===== config.mk =====
export PLATFORM = sky130hd
export DESIGN_NAME = ctu_clsp_cmpseq
export DESIGN_NICKNAME = d
export VERILOG_FILES = /design/src/rtl/ctu_clsp_pkg.sv /design/src/rtl/ctu_clsp_syncgen.sv /design/src/rtl/ctu_clsp_cmpseq.sv
export SDC_FILE = /design/constraint.sdc
export NUM_CORES = 1
export LEC_CHECK = 0
export CELL_PAD_IN_SITES_DETAIL_PLACEMENT = 0
export CELL_PAD_IN_SITES_GLOBAL_PLACEMENT = 1
export CORE_MARGIN = 2
export CORE_UTILIZATION = 35
export CTS_CLUSTER_DIAMETER = 80
export DETAILED_ROUTE_END_ITERATION = 10
export PLACE_DENSITY = 0.76
export SYNTH_ARGS = -nofsm -noshare
export SYNTH_HDL_FRONTEND = slang
export SYNTH_HIERARCHICAL = 1
export SYNTH_SLANG_ARGS = --single-unit

===== constraint.sdc =====
create_clock -name cmp_gclk -period 4 [get_ports cmp_gclk]
set_clock_uncertainty 0.15 [all_clocks]
set_input_delay 1.2 -clock cmp_gclk [delete_from_list [all_inputs] [get_ports cmp_gclk]]
set_output_delay 1.2 -clock cmp_gclk [all_outputs]
set_load 0.01 [all_outputs]

===== src/rtl/ctu_clsp_pkg.sv =====
// -----------------------------------------------------------------------------
// ctu_clsp_pkg
// Shared definitions for the CTU CMP-domain clock/sync bring-up logic:
//   - seq_state_t : bring-up sequencer state encoding
//   - CKEN_*      : bit positions of the cluster clock enables in cmp_cken_cg
//   - MIN_RATIO   : smallest CMP:slow-clock ratio the sync generators honour
//   - eff_ratio() : clamps a programmed ratio to MIN_RATIO
// -----------------------------------------------------------------------------
package ctu_clsp_pkg;

    typedef enum logic [2:0] {
        ST_IDLE      = 3'd0,
        ST_START     = 3'd1,
        ST_CKEN      = 3'd2,
        ST_GRST_WAIT = 3'd3,
        ST_RUN       = 3'd4,
        ST_WRST      = 3'd5,
        ST_DBG       = 3'd6
    } seq_state_t;

    localparam int CKEN_CCX     = 0;
    localparam int CKEN_DRAM02  = 1;
    localparam int CKEN_DRAM13  = 2;
    localparam int CKEN_FPU     = 3;
    localparam int CKEN_IOB     = 4;
    localparam int CKEN_JBI     = 5;
    localparam int CKEN_SCDATA0 = 6;
    localparam int CKEN_SCDATA1 = 7;
    localparam int CKEN_SCDATA2 = 8;
    localparam int CKEN_SCDATA3 = 9;
    localparam int CKEN_SCTAG0  = 10;
    localparam int CKEN_SCTAG1  = 11;
    localparam int CKEN_SCTAG2  = 12;
    localparam int CKEN_SCTAG3  = 13;
    localparam int CKEN_SPARC0  = 14;
    localparam int CKEN_SPARC1  = 15;
    localparam int CKEN_SPARC2  = 16;
    localparam int CKEN_SPARC3  = 17;
    localparam int CKEN_SPARC4  = 18;
    localparam int CKEN_SPARC5  = 19;
    localparam int CKEN_SPARC6  = 20;
    localparam int CKEN_SPARC7  = 21;

    localparam logic [3:0] MIN_RATIO = 4'd2;

    // Ratios of 0 or 1 cannot give distinct rx/tx cycles, so they run as 2.
    function automatic logic [3:0] eff_ratio(input logic [3:0] ratio);
        logic [3:0] r;
        if (ratio < MIN_RATIO) begin
            r = MIN_RATIO;
        end else begin
            r = ratio;
        end
        return r;
    endfunction

endpackage


===== src/rtl/ctu_clsp_syncgen.sv =====
// -----------------------------------------------------------------------------
// ctu_clsp_syncgen
// Slow-clock sync pulse generator. A 4-bit down-counter walks r-1 .. 0 across
// one slow period; rx_sync marks the first CMP cycle of the period and
// tx_sync the last. The ratio is re-sampled only when the counter reloads.
// Ports:
//   clk      in   CMP clock
//   rst      in   synchronous active-high reset
//   en       in   run enable (start-clock qualifier)
//   ratio    in   CMP cycles per slow cycle (values below 2 run as 2)
//   rx_sync  out  registered first-cycle pulse
//   tx_sync  out  registered last-cycle pulse
// -----------------------------------------------------------------------------
module ctu_clsp_syncgen (
    input  logic       clk,
    input  logic       rst,
    input  logic       en,
    input  logic [3:0] ratio,
    output logic       rx_sync,
    output logic       tx_sync
);
    import ctu_clsp_pkg::*;

    logic [3:0] cnt_r;
    logic [3:0] per_r;
    logic [3:0] cnt_nxt_s;
    logic [3:0] per_nxt_s;
    logic       rx_nxt_s;
    logic       tx_nxt_s;

    // Next counter/period and pulse decode.
    always_comb begin
        cnt_nxt_s = cnt_r;
        per_nxt_s = per_r;
        rx_nxt_s  = 1'b0;
        tx_nxt_s  = 1'b0;
        if (!en) begin
            // Keep the counter preloaded so the first enabled cycle is an rx.
            per_nxt_s = eff_ratio(ratio);
            cnt_nxt_s = eff_ratio(ratio) - 4'd1;
        end else begin
            rx_nxt_s = (cnt_r == (per_r - 4'd1));
            tx_nxt_s = (cnt_r == 4'd0);
            if (cnt_r == 4'd0) begin
                per_nxt_s = eff_ratio(ratio);
                cnt_nxt_s = eff_ratio(ratio) - 4'd1;
            end else begin
                cnt_nxt_s = cnt_r - 4'd1;
            end
        end
    end

    // Counter and registered pulse outputs.
    always_ff @(posedge clk) begin
        if (rst) begin
            cnt_r   <= 4'd1;
            per_r   <= MIN_RATIO;
            rx_sync <= 1'b0;
            tx_sync <= 1'b0;
        end else begin
            cnt_r   <= cnt_nxt_s;
            per_r   <= per_nxt_s;
            rx_sync <= rx_nxt_s;
            tx_sync <= tx_nxt_s;
        end
    end

endmodule


===== src/rtl/ctu_clsp_cmpseq.sv =====
// -----------------------------------------------------------------------------
// ctu_clsp_cmpseq
// CMP-domain bring-up sequencer. On start_req it raises the start-clock
// qualifier, staggers the cluster clock enables on one slot per STAGGER
// cycles, releases global reset / debug-init GRST_DLY cycles after the last
// slot, then services warm-reset and debug-init pulse requests. Two sync
// generators produce the DRAM and JBUS rx/tx sync pulses.
// Ports:
//   cmp_gclk, cmp_rst               clock, synchronous active-high reset
//   start_req                       begin bring-up (IDLE only)
//   warm_rst_req, dbginit_req       pulse requests (RUN only, warm wins)
//   cken_mask[NUM_CKEN]             CSR cluster enable mask
//   dram_ratio, jbus_ratio          CMP:slow-clock ratios
//   start_clk_cl                    start-clock qualifier
//   cmp_grst_cl_l, cmp_dbginit_cl_l global reset / debug-init, active low
//   cmp_cken_cg[NUM_CKEN]           cluster clock enables
//   ctu_{dram,jbus}_{tx,rx}_sync_cl sync pulses
//   seq_busy, seq_done              sequencer status
// All outputs are registered.
// -----------------------------------------------------------------------------
module ctu_clsp_cmpseq #(
    parameter int NUM_CKEN = 22,
    parameter int STAGGER  = 4,
    parameter int GRST_DLY = 16
) (
    input  logic                cmp_gclk,
    input  logic                cmp_rst,
    input  logic                start_req,
    input  logic                warm_rst_req,
    input  logic                dbginit_req,
    input  logic [NUM_CKEN-1:0] cken_mask,
    input  logic [3:0]          dram_ratio,
    input  logic [3:0]          jbus_ratio,
    output logic                start_clk_cl,
    output logic                cmp_grst_cl_l,
    output logic                cmp_dbginit_cl_l,
    output logic [NUM_CKEN-1:0] cmp_cken_cg,
    output logic                ctu_dram_tx_sync_cl,
    output logic                ctu_dram_rx_sync_cl,
    output logic                ctu_jbus_tx_sync_cl,
    output logic                ctu_jbus_rx_sync_cl,
    output logic                seq_busy,
    output logic                seq_done
);
    import ctu_clsp_pkg::*;

    localparam int MAX_DLY = (STAGGER > GRST_DLY) ? STAGGER : GRST_DLY;
    localparam int CNT_W   = $clog2(MAX_DLY + 1);
    localparam logic [CNT_W-1:0] CNT_ZERO  = {CNT_W{1'b0}};
    localparam logic [CNT_W-1:0] CNT_ONE   = CNT_W'(1);
    localparam logic [CNT_W-1:0] STAG_LAST = CNT_W'(STAGGER - 1);
    localparam logic [CNT_W-1:0] GRST_LAST = CNT_W'(GRST_DLY - 1);
    localparam logic [CNT_W-1:0] GRST_END  = CNT_W'(GRST_DLY);
    // Slot index one past the last enable marks the end of the stagger.
    localparam logic [4:0]       SLOT_END  = 5'(NUM_CKEN);

    seq_state_t          state_r, state_nxt_s;
    logic [4:0]          slot_r, slot_nxt_s;
    logic [CNT_W-1:0]    cnt_r, cnt_nxt_s;
    logic                start_clk_r, start_clk_nxt_s;
    logic                grst_l_r, grst_l_nxt_s;
    logic                dbg_l_r, dbg_l_nxt_s;
    logic [NUM_CKEN-1:0] cken_r, cken_nxt_s;
    logic                busy_r, busy_nxt_s;
    logic                done_r, done_nxt_s;

    // Next-state and next-output logic of the bring-up sequencer.
    always_comb begin
        state_nxt_s     = state_r;
        slot_nxt_s      = slot_r;
        cnt_nxt_s       = cnt_r;
        start_clk_nxt_s = start_clk_r;
        grst_l_nxt_s    = grst_l_r;
        dbg_l_nxt_s     = dbg_l_r;
        cken_nxt_s      = cken_r;
        case (state_r)
            ST_IDLE: begin
                if (start_req) begin
                    state_nxt_s = ST_START;
                end else begin
                    state_nxt_s = ST_IDLE;
                end
            end
            ST_START: begin
                start_clk_nxt_s = 1'b1;
                slot_nxt_s      = 5'd0;
                cnt_nxt_s       = CNT_ZERO;
                state_nxt_s     = ST_CKEN;
            end
            ST_CKEN: begin
                if (slot_r == SLOT_END) begin
                    cnt_nxt_s   = CNT_ZERO;
                    state_nxt_s = ST_GRST_WAIT;
                end else begin
                    // The enable is written on the first cycle of its slot;
                    // masked bits are written as 0 but still use the slot.
                    for (int i = 0; i < NUM_CKEN; i++) begin
                        cken_nxt_s[i] = ((cnt_r == CNT_ZERO) && (slot_r == 5'(i)))
                                        ? cken_mask[i] : cken_r[i];
                    end
                    if (cnt_r == STAG_LAST) begin
                        cnt_nxt_s  = CNT_ZERO;
                        slot_nxt_s = slot_r + 5'd1;
                    end else begin
                        cnt_nxt_s  = cnt_r + CNT_ONE;
                    end
                end
            end
            ST_GRST_WAIT: begin
                if (cnt_r == GRST_LAST) begin
                    grst_l_nxt_s = 1'b1;
                    dbg_l_nxt_s  = 1'b1;
                    cnt_nxt_s    = CNT_ZERO;
                    state_nxt_s  = ST_RUN;
                end else begin
                    cnt_nxt_s    = cnt_r + CNT_ONE;
                end
            end
            ST_RUN: begin
                cken_nxt_s = cken_mask;
                cnt_nxt_s  = CNT_ZERO;
                if (warm_rst_req) begin
                    state_nxt_s = ST_WRST;
                end else if (dbginit_req) begin
                    state_nxt_s = ST_DBG;
                end else begin
                    state_nxt_s = ST_RUN;
                end
            end
            ST_WRST: begin
                // Lines go low one cycle after the request and stay low for
                // GRST_DLY cycles; the extra count value is the release edge.
                if (cnt_r == GRST_END) begin
                    grst_l_nxt_s = 1'b1;
                    dbg_l_nxt_s  = 1'b1;
                    state_nxt_s  = ST_RUN;
                end else begin
                    grst_l_nxt_s = 1'b0;
                    dbg_l_nxt_s  = 1'b0;
                    cnt_nxt_s    = cnt_r + CNT_ONE;
                end
            end
            ST_DBG: begin
                if (cnt_r == GRST_END) begin
                    dbg_l_nxt_s = 1'b1;
                    state_nxt_s = ST_RUN;
                end else begin
                    dbg_l_nxt_s = 1'b0;
                    cnt_nxt_s   = cnt_r + CNT_ONE;
                end
            end
            default: begin
                state_nxt_s = ST_IDLE;
            end
        endcase
        busy_nxt_s = (state_nxt_s == ST_START) || (state_nxt_s == ST_CKEN) ||
                     (state_nxt_s == ST_GRST_WAIT) || (state_nxt_s == ST_WRST) ||
                     (state_nxt_s == ST_DBG);
        done_nxt_s = (state_nxt_s == ST_RUN);
    end

    // State, counters and registered outputs.
    always_ff @(posedge cmp_gclk) begin
        if (cmp_rst) begin
            state_r     <= ST_IDLE;
            slot_r      <= 5'd0;
            cnt_r       <= CNT_ZERO;
            start_clk_r <= 1'b0;
            grst_l_r    <= 1'b0;
            dbg_l_r     <= 1'b0;
            cken_r      <= {NUM_CKEN{1'b0}};
            busy_r      <= 1'b0;
            done_r      <= 1'b0;
        end else begin
            state_r     <= state_nxt_s;
            slot_r      <= slot_nxt_s;
            cnt_r       <= cnt_nxt_s;
            start_clk_r <= start_clk_nxt_s;
            grst_l_r    <= grst_l_nxt_s;
            dbg_l_r     <= dbg_l_nxt_s;
            cken_r      <= cken_nxt_s;
            busy_r      <= busy_nxt_s;
            done_r      <= done_nxt_s;
        end
    end

    assign start_clk_cl     = start_clk_r;
    assign cmp_grst_cl_l    = grst_l_r;
    assign cmp_dbginit_cl_l = dbg_l_r;
    assign cmp_cken_cg      = cken_r;
    assign seq_busy         = busy_r;
    assign seq_done         = done_r;

    ctu_clsp_syncgen u_dram_sync (
        .clk     (cmp_gclk),
        .rst     (cmp_rst),
        .en      (start_clk_r),
        .ratio   (dram_ratio),
        .rx_sync (ctu_dram_rx_sync_cl),
        .tx_sync (ctu_dram_tx_sync_cl)
    );

    ctu_clsp_syncgen u_jbus_sync (
        .clk     (cmp_gclk),
        .rst     (cmp_rst),
        .en      (start_clk_r),
        .ratio   (jbus_ratio),
        .rx_sync (ctu_jbus_rx_sync_cl),
        .tx_sync (ctu_jbus_tx_sync_cl)
    );

endmodule


==> impl.org <==
** Status
- Status :: completed

** CTS
- Clock transition at the registers of the reported paths :: 0.07 ns
- Clock tree sinks :: 60
- Maximum level of the CTS H-tree :: 3
- Once the clock tree was built, the resizer swapped 0 gates to a different size.
- Hold bufs inserted after CTS :: 0
- The tree is rooted in a sky130_fd_sc_hd__clkbuf_8.
- Maximum root-to-sink buffer count :: 2
- Clock insertion delay at the later pin of the skew report :: 0.34 ns
- TritonCTS buffer count :: 9
- Number of setup buffers added after CTS :: 0
- TritonCTS built the clock tree.

** Floorplanning
- Die height :: 100 um
- Starting utilization of the core area :: 35.4%
- Die X :: 100 um
- During I/O placement, the number of pins put on the boundary was 66.
- Site Rows :: 35
- The floorplan step defined a core boundary enclosing 9110 um^2.
- The die covers 10000 um^2.

** Cells and area
- Top library cells by usage in the layout, fill and taps aside :: 64 x sky130_fd_sc_hd__clkdlybuf4s50_1, 60 x sky130_fd_sc_hd__dfxtp_1, 43 x sky130_fd_sc_hd__nor2_1
- The count of cells in the finished layout, fillers not included, comes to 546.
- With fillers left out, the area of the finished cells amounts to 4100 um^2.
- Leaving out fill and tap cells, the most frequent cell in the layout is sky130_fd_sc_hd__clkdlybuf4s50_1.
- Area growth syn-to-layout :: 27.3%
- The net count of the finished layout is 481.
- The repair_antennas step left the layout with diodes totalling 0.
- Layout cell share with drive strength beyond 1 :: 7.82%

** Timing
- Setup repair after global routing missed its margin :: false
- Post-route worst setup slack :: 1.41 ns
- Pin slew with the least headroom to its limit :: 0.922 ns
- Final-report hold violation count :: 0
- The number of pins exceeding their max-slew limit in the final report was 0.
- For this run, the top clock speed supported by timing is 386 MHz.
- Setup violations remaining at the end of the flow were counted as 0.
- Headroom to the max-slew limit came out at 37.7%.
- Final worst-path cycle share :: 64.8%
- After routing, the total negative slack on setup checks comes to 0 ns.
- Final critical-path required period :: 2.59 ns

** Synth
- The cell area that synthesis handed to floorplanning was 3220 um^2.
- After synthesis, flip-flops and latches occupy 37.3% of the total area.
- Avg Inst Size Synth :: 8.69 um^2
- Of all flip-flops after synthesis, the portion carrying an async set or reset was 0%.
- Number of synthesized register bits :: 60
- After technology mapping, the gate count stands at 371.
- Post-Synthesis Net Count :: 421
- Top flip-flop cell by instance count after synthesis :: sky130_fd_sc_hd__dfxtp_1
- The Yosys step of the flow raised 6 warnings.
- In this run, distinct cell masters in the synthesized netlist total 53.
- In this run, synthesis inferred 0 flip-flops with an integrated enable.

** Route
- In the routed design, unresolved DRC markers number 0.
- For this block, the initial DRC count from the detailed router was 99.
- Vias post-DR :: 2,854
- For this run, the detailed router's first-pass iteration total came to 4.
- Once detail routing completed, the nets flagged for antenna violations numbered 0.
- Routed vias/inst :: 5.23
- DR WL/cell :: 13.6 um
- Final WL :: 7450 um

** Placement
- Half-perimeter wire length after placement :: 5350 um
- The placed instances occupy a cell area of 3940 um^2.
- I/O Buffers :: 65
- Setup slack after placement :: 1.18 ns
- Placer congestion estimate :: 0.785
- Placed Cells :: 531

** Critical path
- The cell family contributing the most delay on the critical path is buffers and inverters.
- Of all nets on the critical path, the largest fanout is 2.
- For this run, the slowest stage of the critical path takes 0.54 ns.
- Launching instance or port of the critical path :: start_clk_cl
- Walking the worst path, the cells encountered are clkdlybuf4s50_1.
- Among all stages on the critical path, the largest delay is contributed by sky130_fd_sc_hd__clkdlybuf4s50_1.
- Data on the critical path is required at its endpoint by 2.65 ns.
- CP startpoint kind :: register
- The worst setup path is of the register to primary output kind.
- Reg-to-reg critical path startpoint :: state_r[1]
- STA classifies the critical path endpoint as a primary output.
- Worst Path Buf+Inv :: 1
- Arrival @ worst endpoint :: 1.24 ns
- Number of cell instances on the worst register-to-register path :: 5
- In this run the number of cells on the critical path is 1.

** Hold path
- In this run the worst hold path is classified as register to register.
- In this run the most critical hold path is launched from u_jbus_sync/per_r[3].
- Counting instances, the worst hold path has a depth of 2.

** Global routing
- The number of global-route vias before repair came to 2,793.
- Wire length of the first global-routing pass :: 12,800 um
- Entering global routing, the biggest net connects 44 pins.
- The number of antenna violations at the first check in global routing was 0.
- Global routing used 15.8% of the available tracks across all layers.
- Summed over all layers, the global routing overflow is 0.

** Pwr
- Design Power :: 1.43 mW
- Summed over all cells, the static leakage comes to 1.50 nW.
- Power per unit of standard cell area :: 349 nW/um^2
- Peak supply drop :: 0.169 mV

** Flow run
- Max-cap violations in this run came to 0.
[registers in the layout, summed over array words and instances (netlist names), 3 cells and up]
| register | cells |
|---|---|
| slot_r | 5 |
| u_dram_sync/cnt_r | 4 |
| u_dram_sync/per_r | 4 |
| cmp_cken_cg | 22 |
| u_jbus_sync/per_r | 4 |
| state_r | 3 |
| cnt_r | 5 |
| u_jbus_sync/cnt_r | 4 |
[power by group]
part           switching (mW)  internal [mW]  total [mW]
combinational           0.144          0.138       0.281
clock                   0.242          0.237       0.479
sequential             0.0414          0.630       0.671
[layer usage]
layer / vias to the layer above / GRT usage, % / wire, um
met4: 0 / 6.01 / 123
li1: 1456 / - / -
met5: - / 0 / 0
met1: 1316 / 20.8 / 3610
met2: 72 / 24.8 / 3300
met3: 10 / 4.18 / 416
[worst paths after layout]
kind / endpoint / slack, ns
setup / recovery: start_clk_cl / 1.41
hold / removal: u_jbus_sync/per_r[3] / 0.34
hold reg to reg: u_jbus_sync/per_r[3] / 0.34
setup reg to reg: cmp_cken_cg[21] / 1.49
[synthesized netlist by cell type (2+ instances only)]
cell type,number,area [um^2]
sky130_fd_sc_hd__nand4b_1,5,43.8
sky130_fd_sc_hd__inv_1,23,86.3
sky130_fd_sc_hd__o32ai_1,2,17.5
sky130_fd_sc_hd__or2_2,2,12.5
sky130_fd_sc_hd__a31o_2,3,26.3
sky130_fd_sc_hd__xnor2_1,16,140
sky130_fd_sc_hd__nand2b_1,3,18.8
sky130_fd_sc_hd__or3b_4,3,33.8
sky130_fd_sc_hd__and3_2,2,15.0
sky130_fd_sc_hd__a21oi_1,20,100
sky130_fd_sc_hd__mux2i_1,24,240
sky130_fd_sc_hd__xor2_1,2,17.5
sky130_fd_sc_hd__dfxtp_1,60,1200
sky130_fd_sc_hd__a21o_1,4,30.0
sky130_fd_sc_hd__nand2_1,21,78.8
sky130_fd_sc_hd__a311oi_1,2,17.5
sky130_fd_sc_hd__nand3_1,16,80.1
sky130_fd_sc_hd__a2111oi_0,3,26.3
sky130_fd_sc_hd__nor3_1,14,70.1
sky130_fd_sc_hd__o21ai_1,2,10.0
sky130_fd_sc_hd__buf_1,5,18.8
sky130_fd_sc_hd__nor3b_1,2,15.0
sky130_fd_sc_hd__o31a_1,2,17.5
sky130_fd_sc_hd__o31ai_1,11,82.6
sky130_fd_sc_hd__a211oi_1,4,30.0
sky130_fd_sc_hd__a31oi_1,10,62.6
sky130_fd_sc_hd__o21ai_0,14,70.1
sky130_fd_sc_hd__buf_2,4,20.0
sky130_fd_sc_hd__clkbuf_1,7,26.3
sky130_fd_sc_hd__buf_6,2,22.5
sky130_fd_sc_hd__nor2_1,43,161
sky130_fd_sc_hd__a221oi_2,2,30.0
sky130_fd_sc_hd__a221oi_1,3,26.3
sky130_fd_sc_hd__ha_1,15,188
sky130_fd_sc_hd__o2111ai_1,2,17.5
[metrics by stage]
step                utilization (%)  hold slack, ns
CTS                            45.1           0.338
finish                         45.1           0.337
floorplan                         -           0.306
detailed placement             43.2           0.329
global route                   45.1           0.364
global placement               43.2           0.319
[cells by family (layout without fill, tap and decap cells)]
kind of cell | after synthesis | after routing | share of synthesized area (%)
muxes | 25 | 25 | 7.80
DFF | 60 | 60 | 37.3
xor gates and xnor gates | 18 | 18 | 4.89
and+or+nand+nor | 123 | 123 | 20.2
buffers and inverters | 42 | 106 | 5.51
adders and majority gates | 15 | 15 | 5.82
AOI/OAI and AO/OA | 88 | 88 | 18.6
[layout make-up]
cell class,count,area (um^2)
repair buffers,67,661
inverters,24,90.1
fillers,917,5000
clock buffers,11,141
flip-flops and latches,60,1200
clock inverters,4,26.3
well taps,111,139
multi-input cells,269,1850
Note: power is estimated with default switching activity, not from simulation.
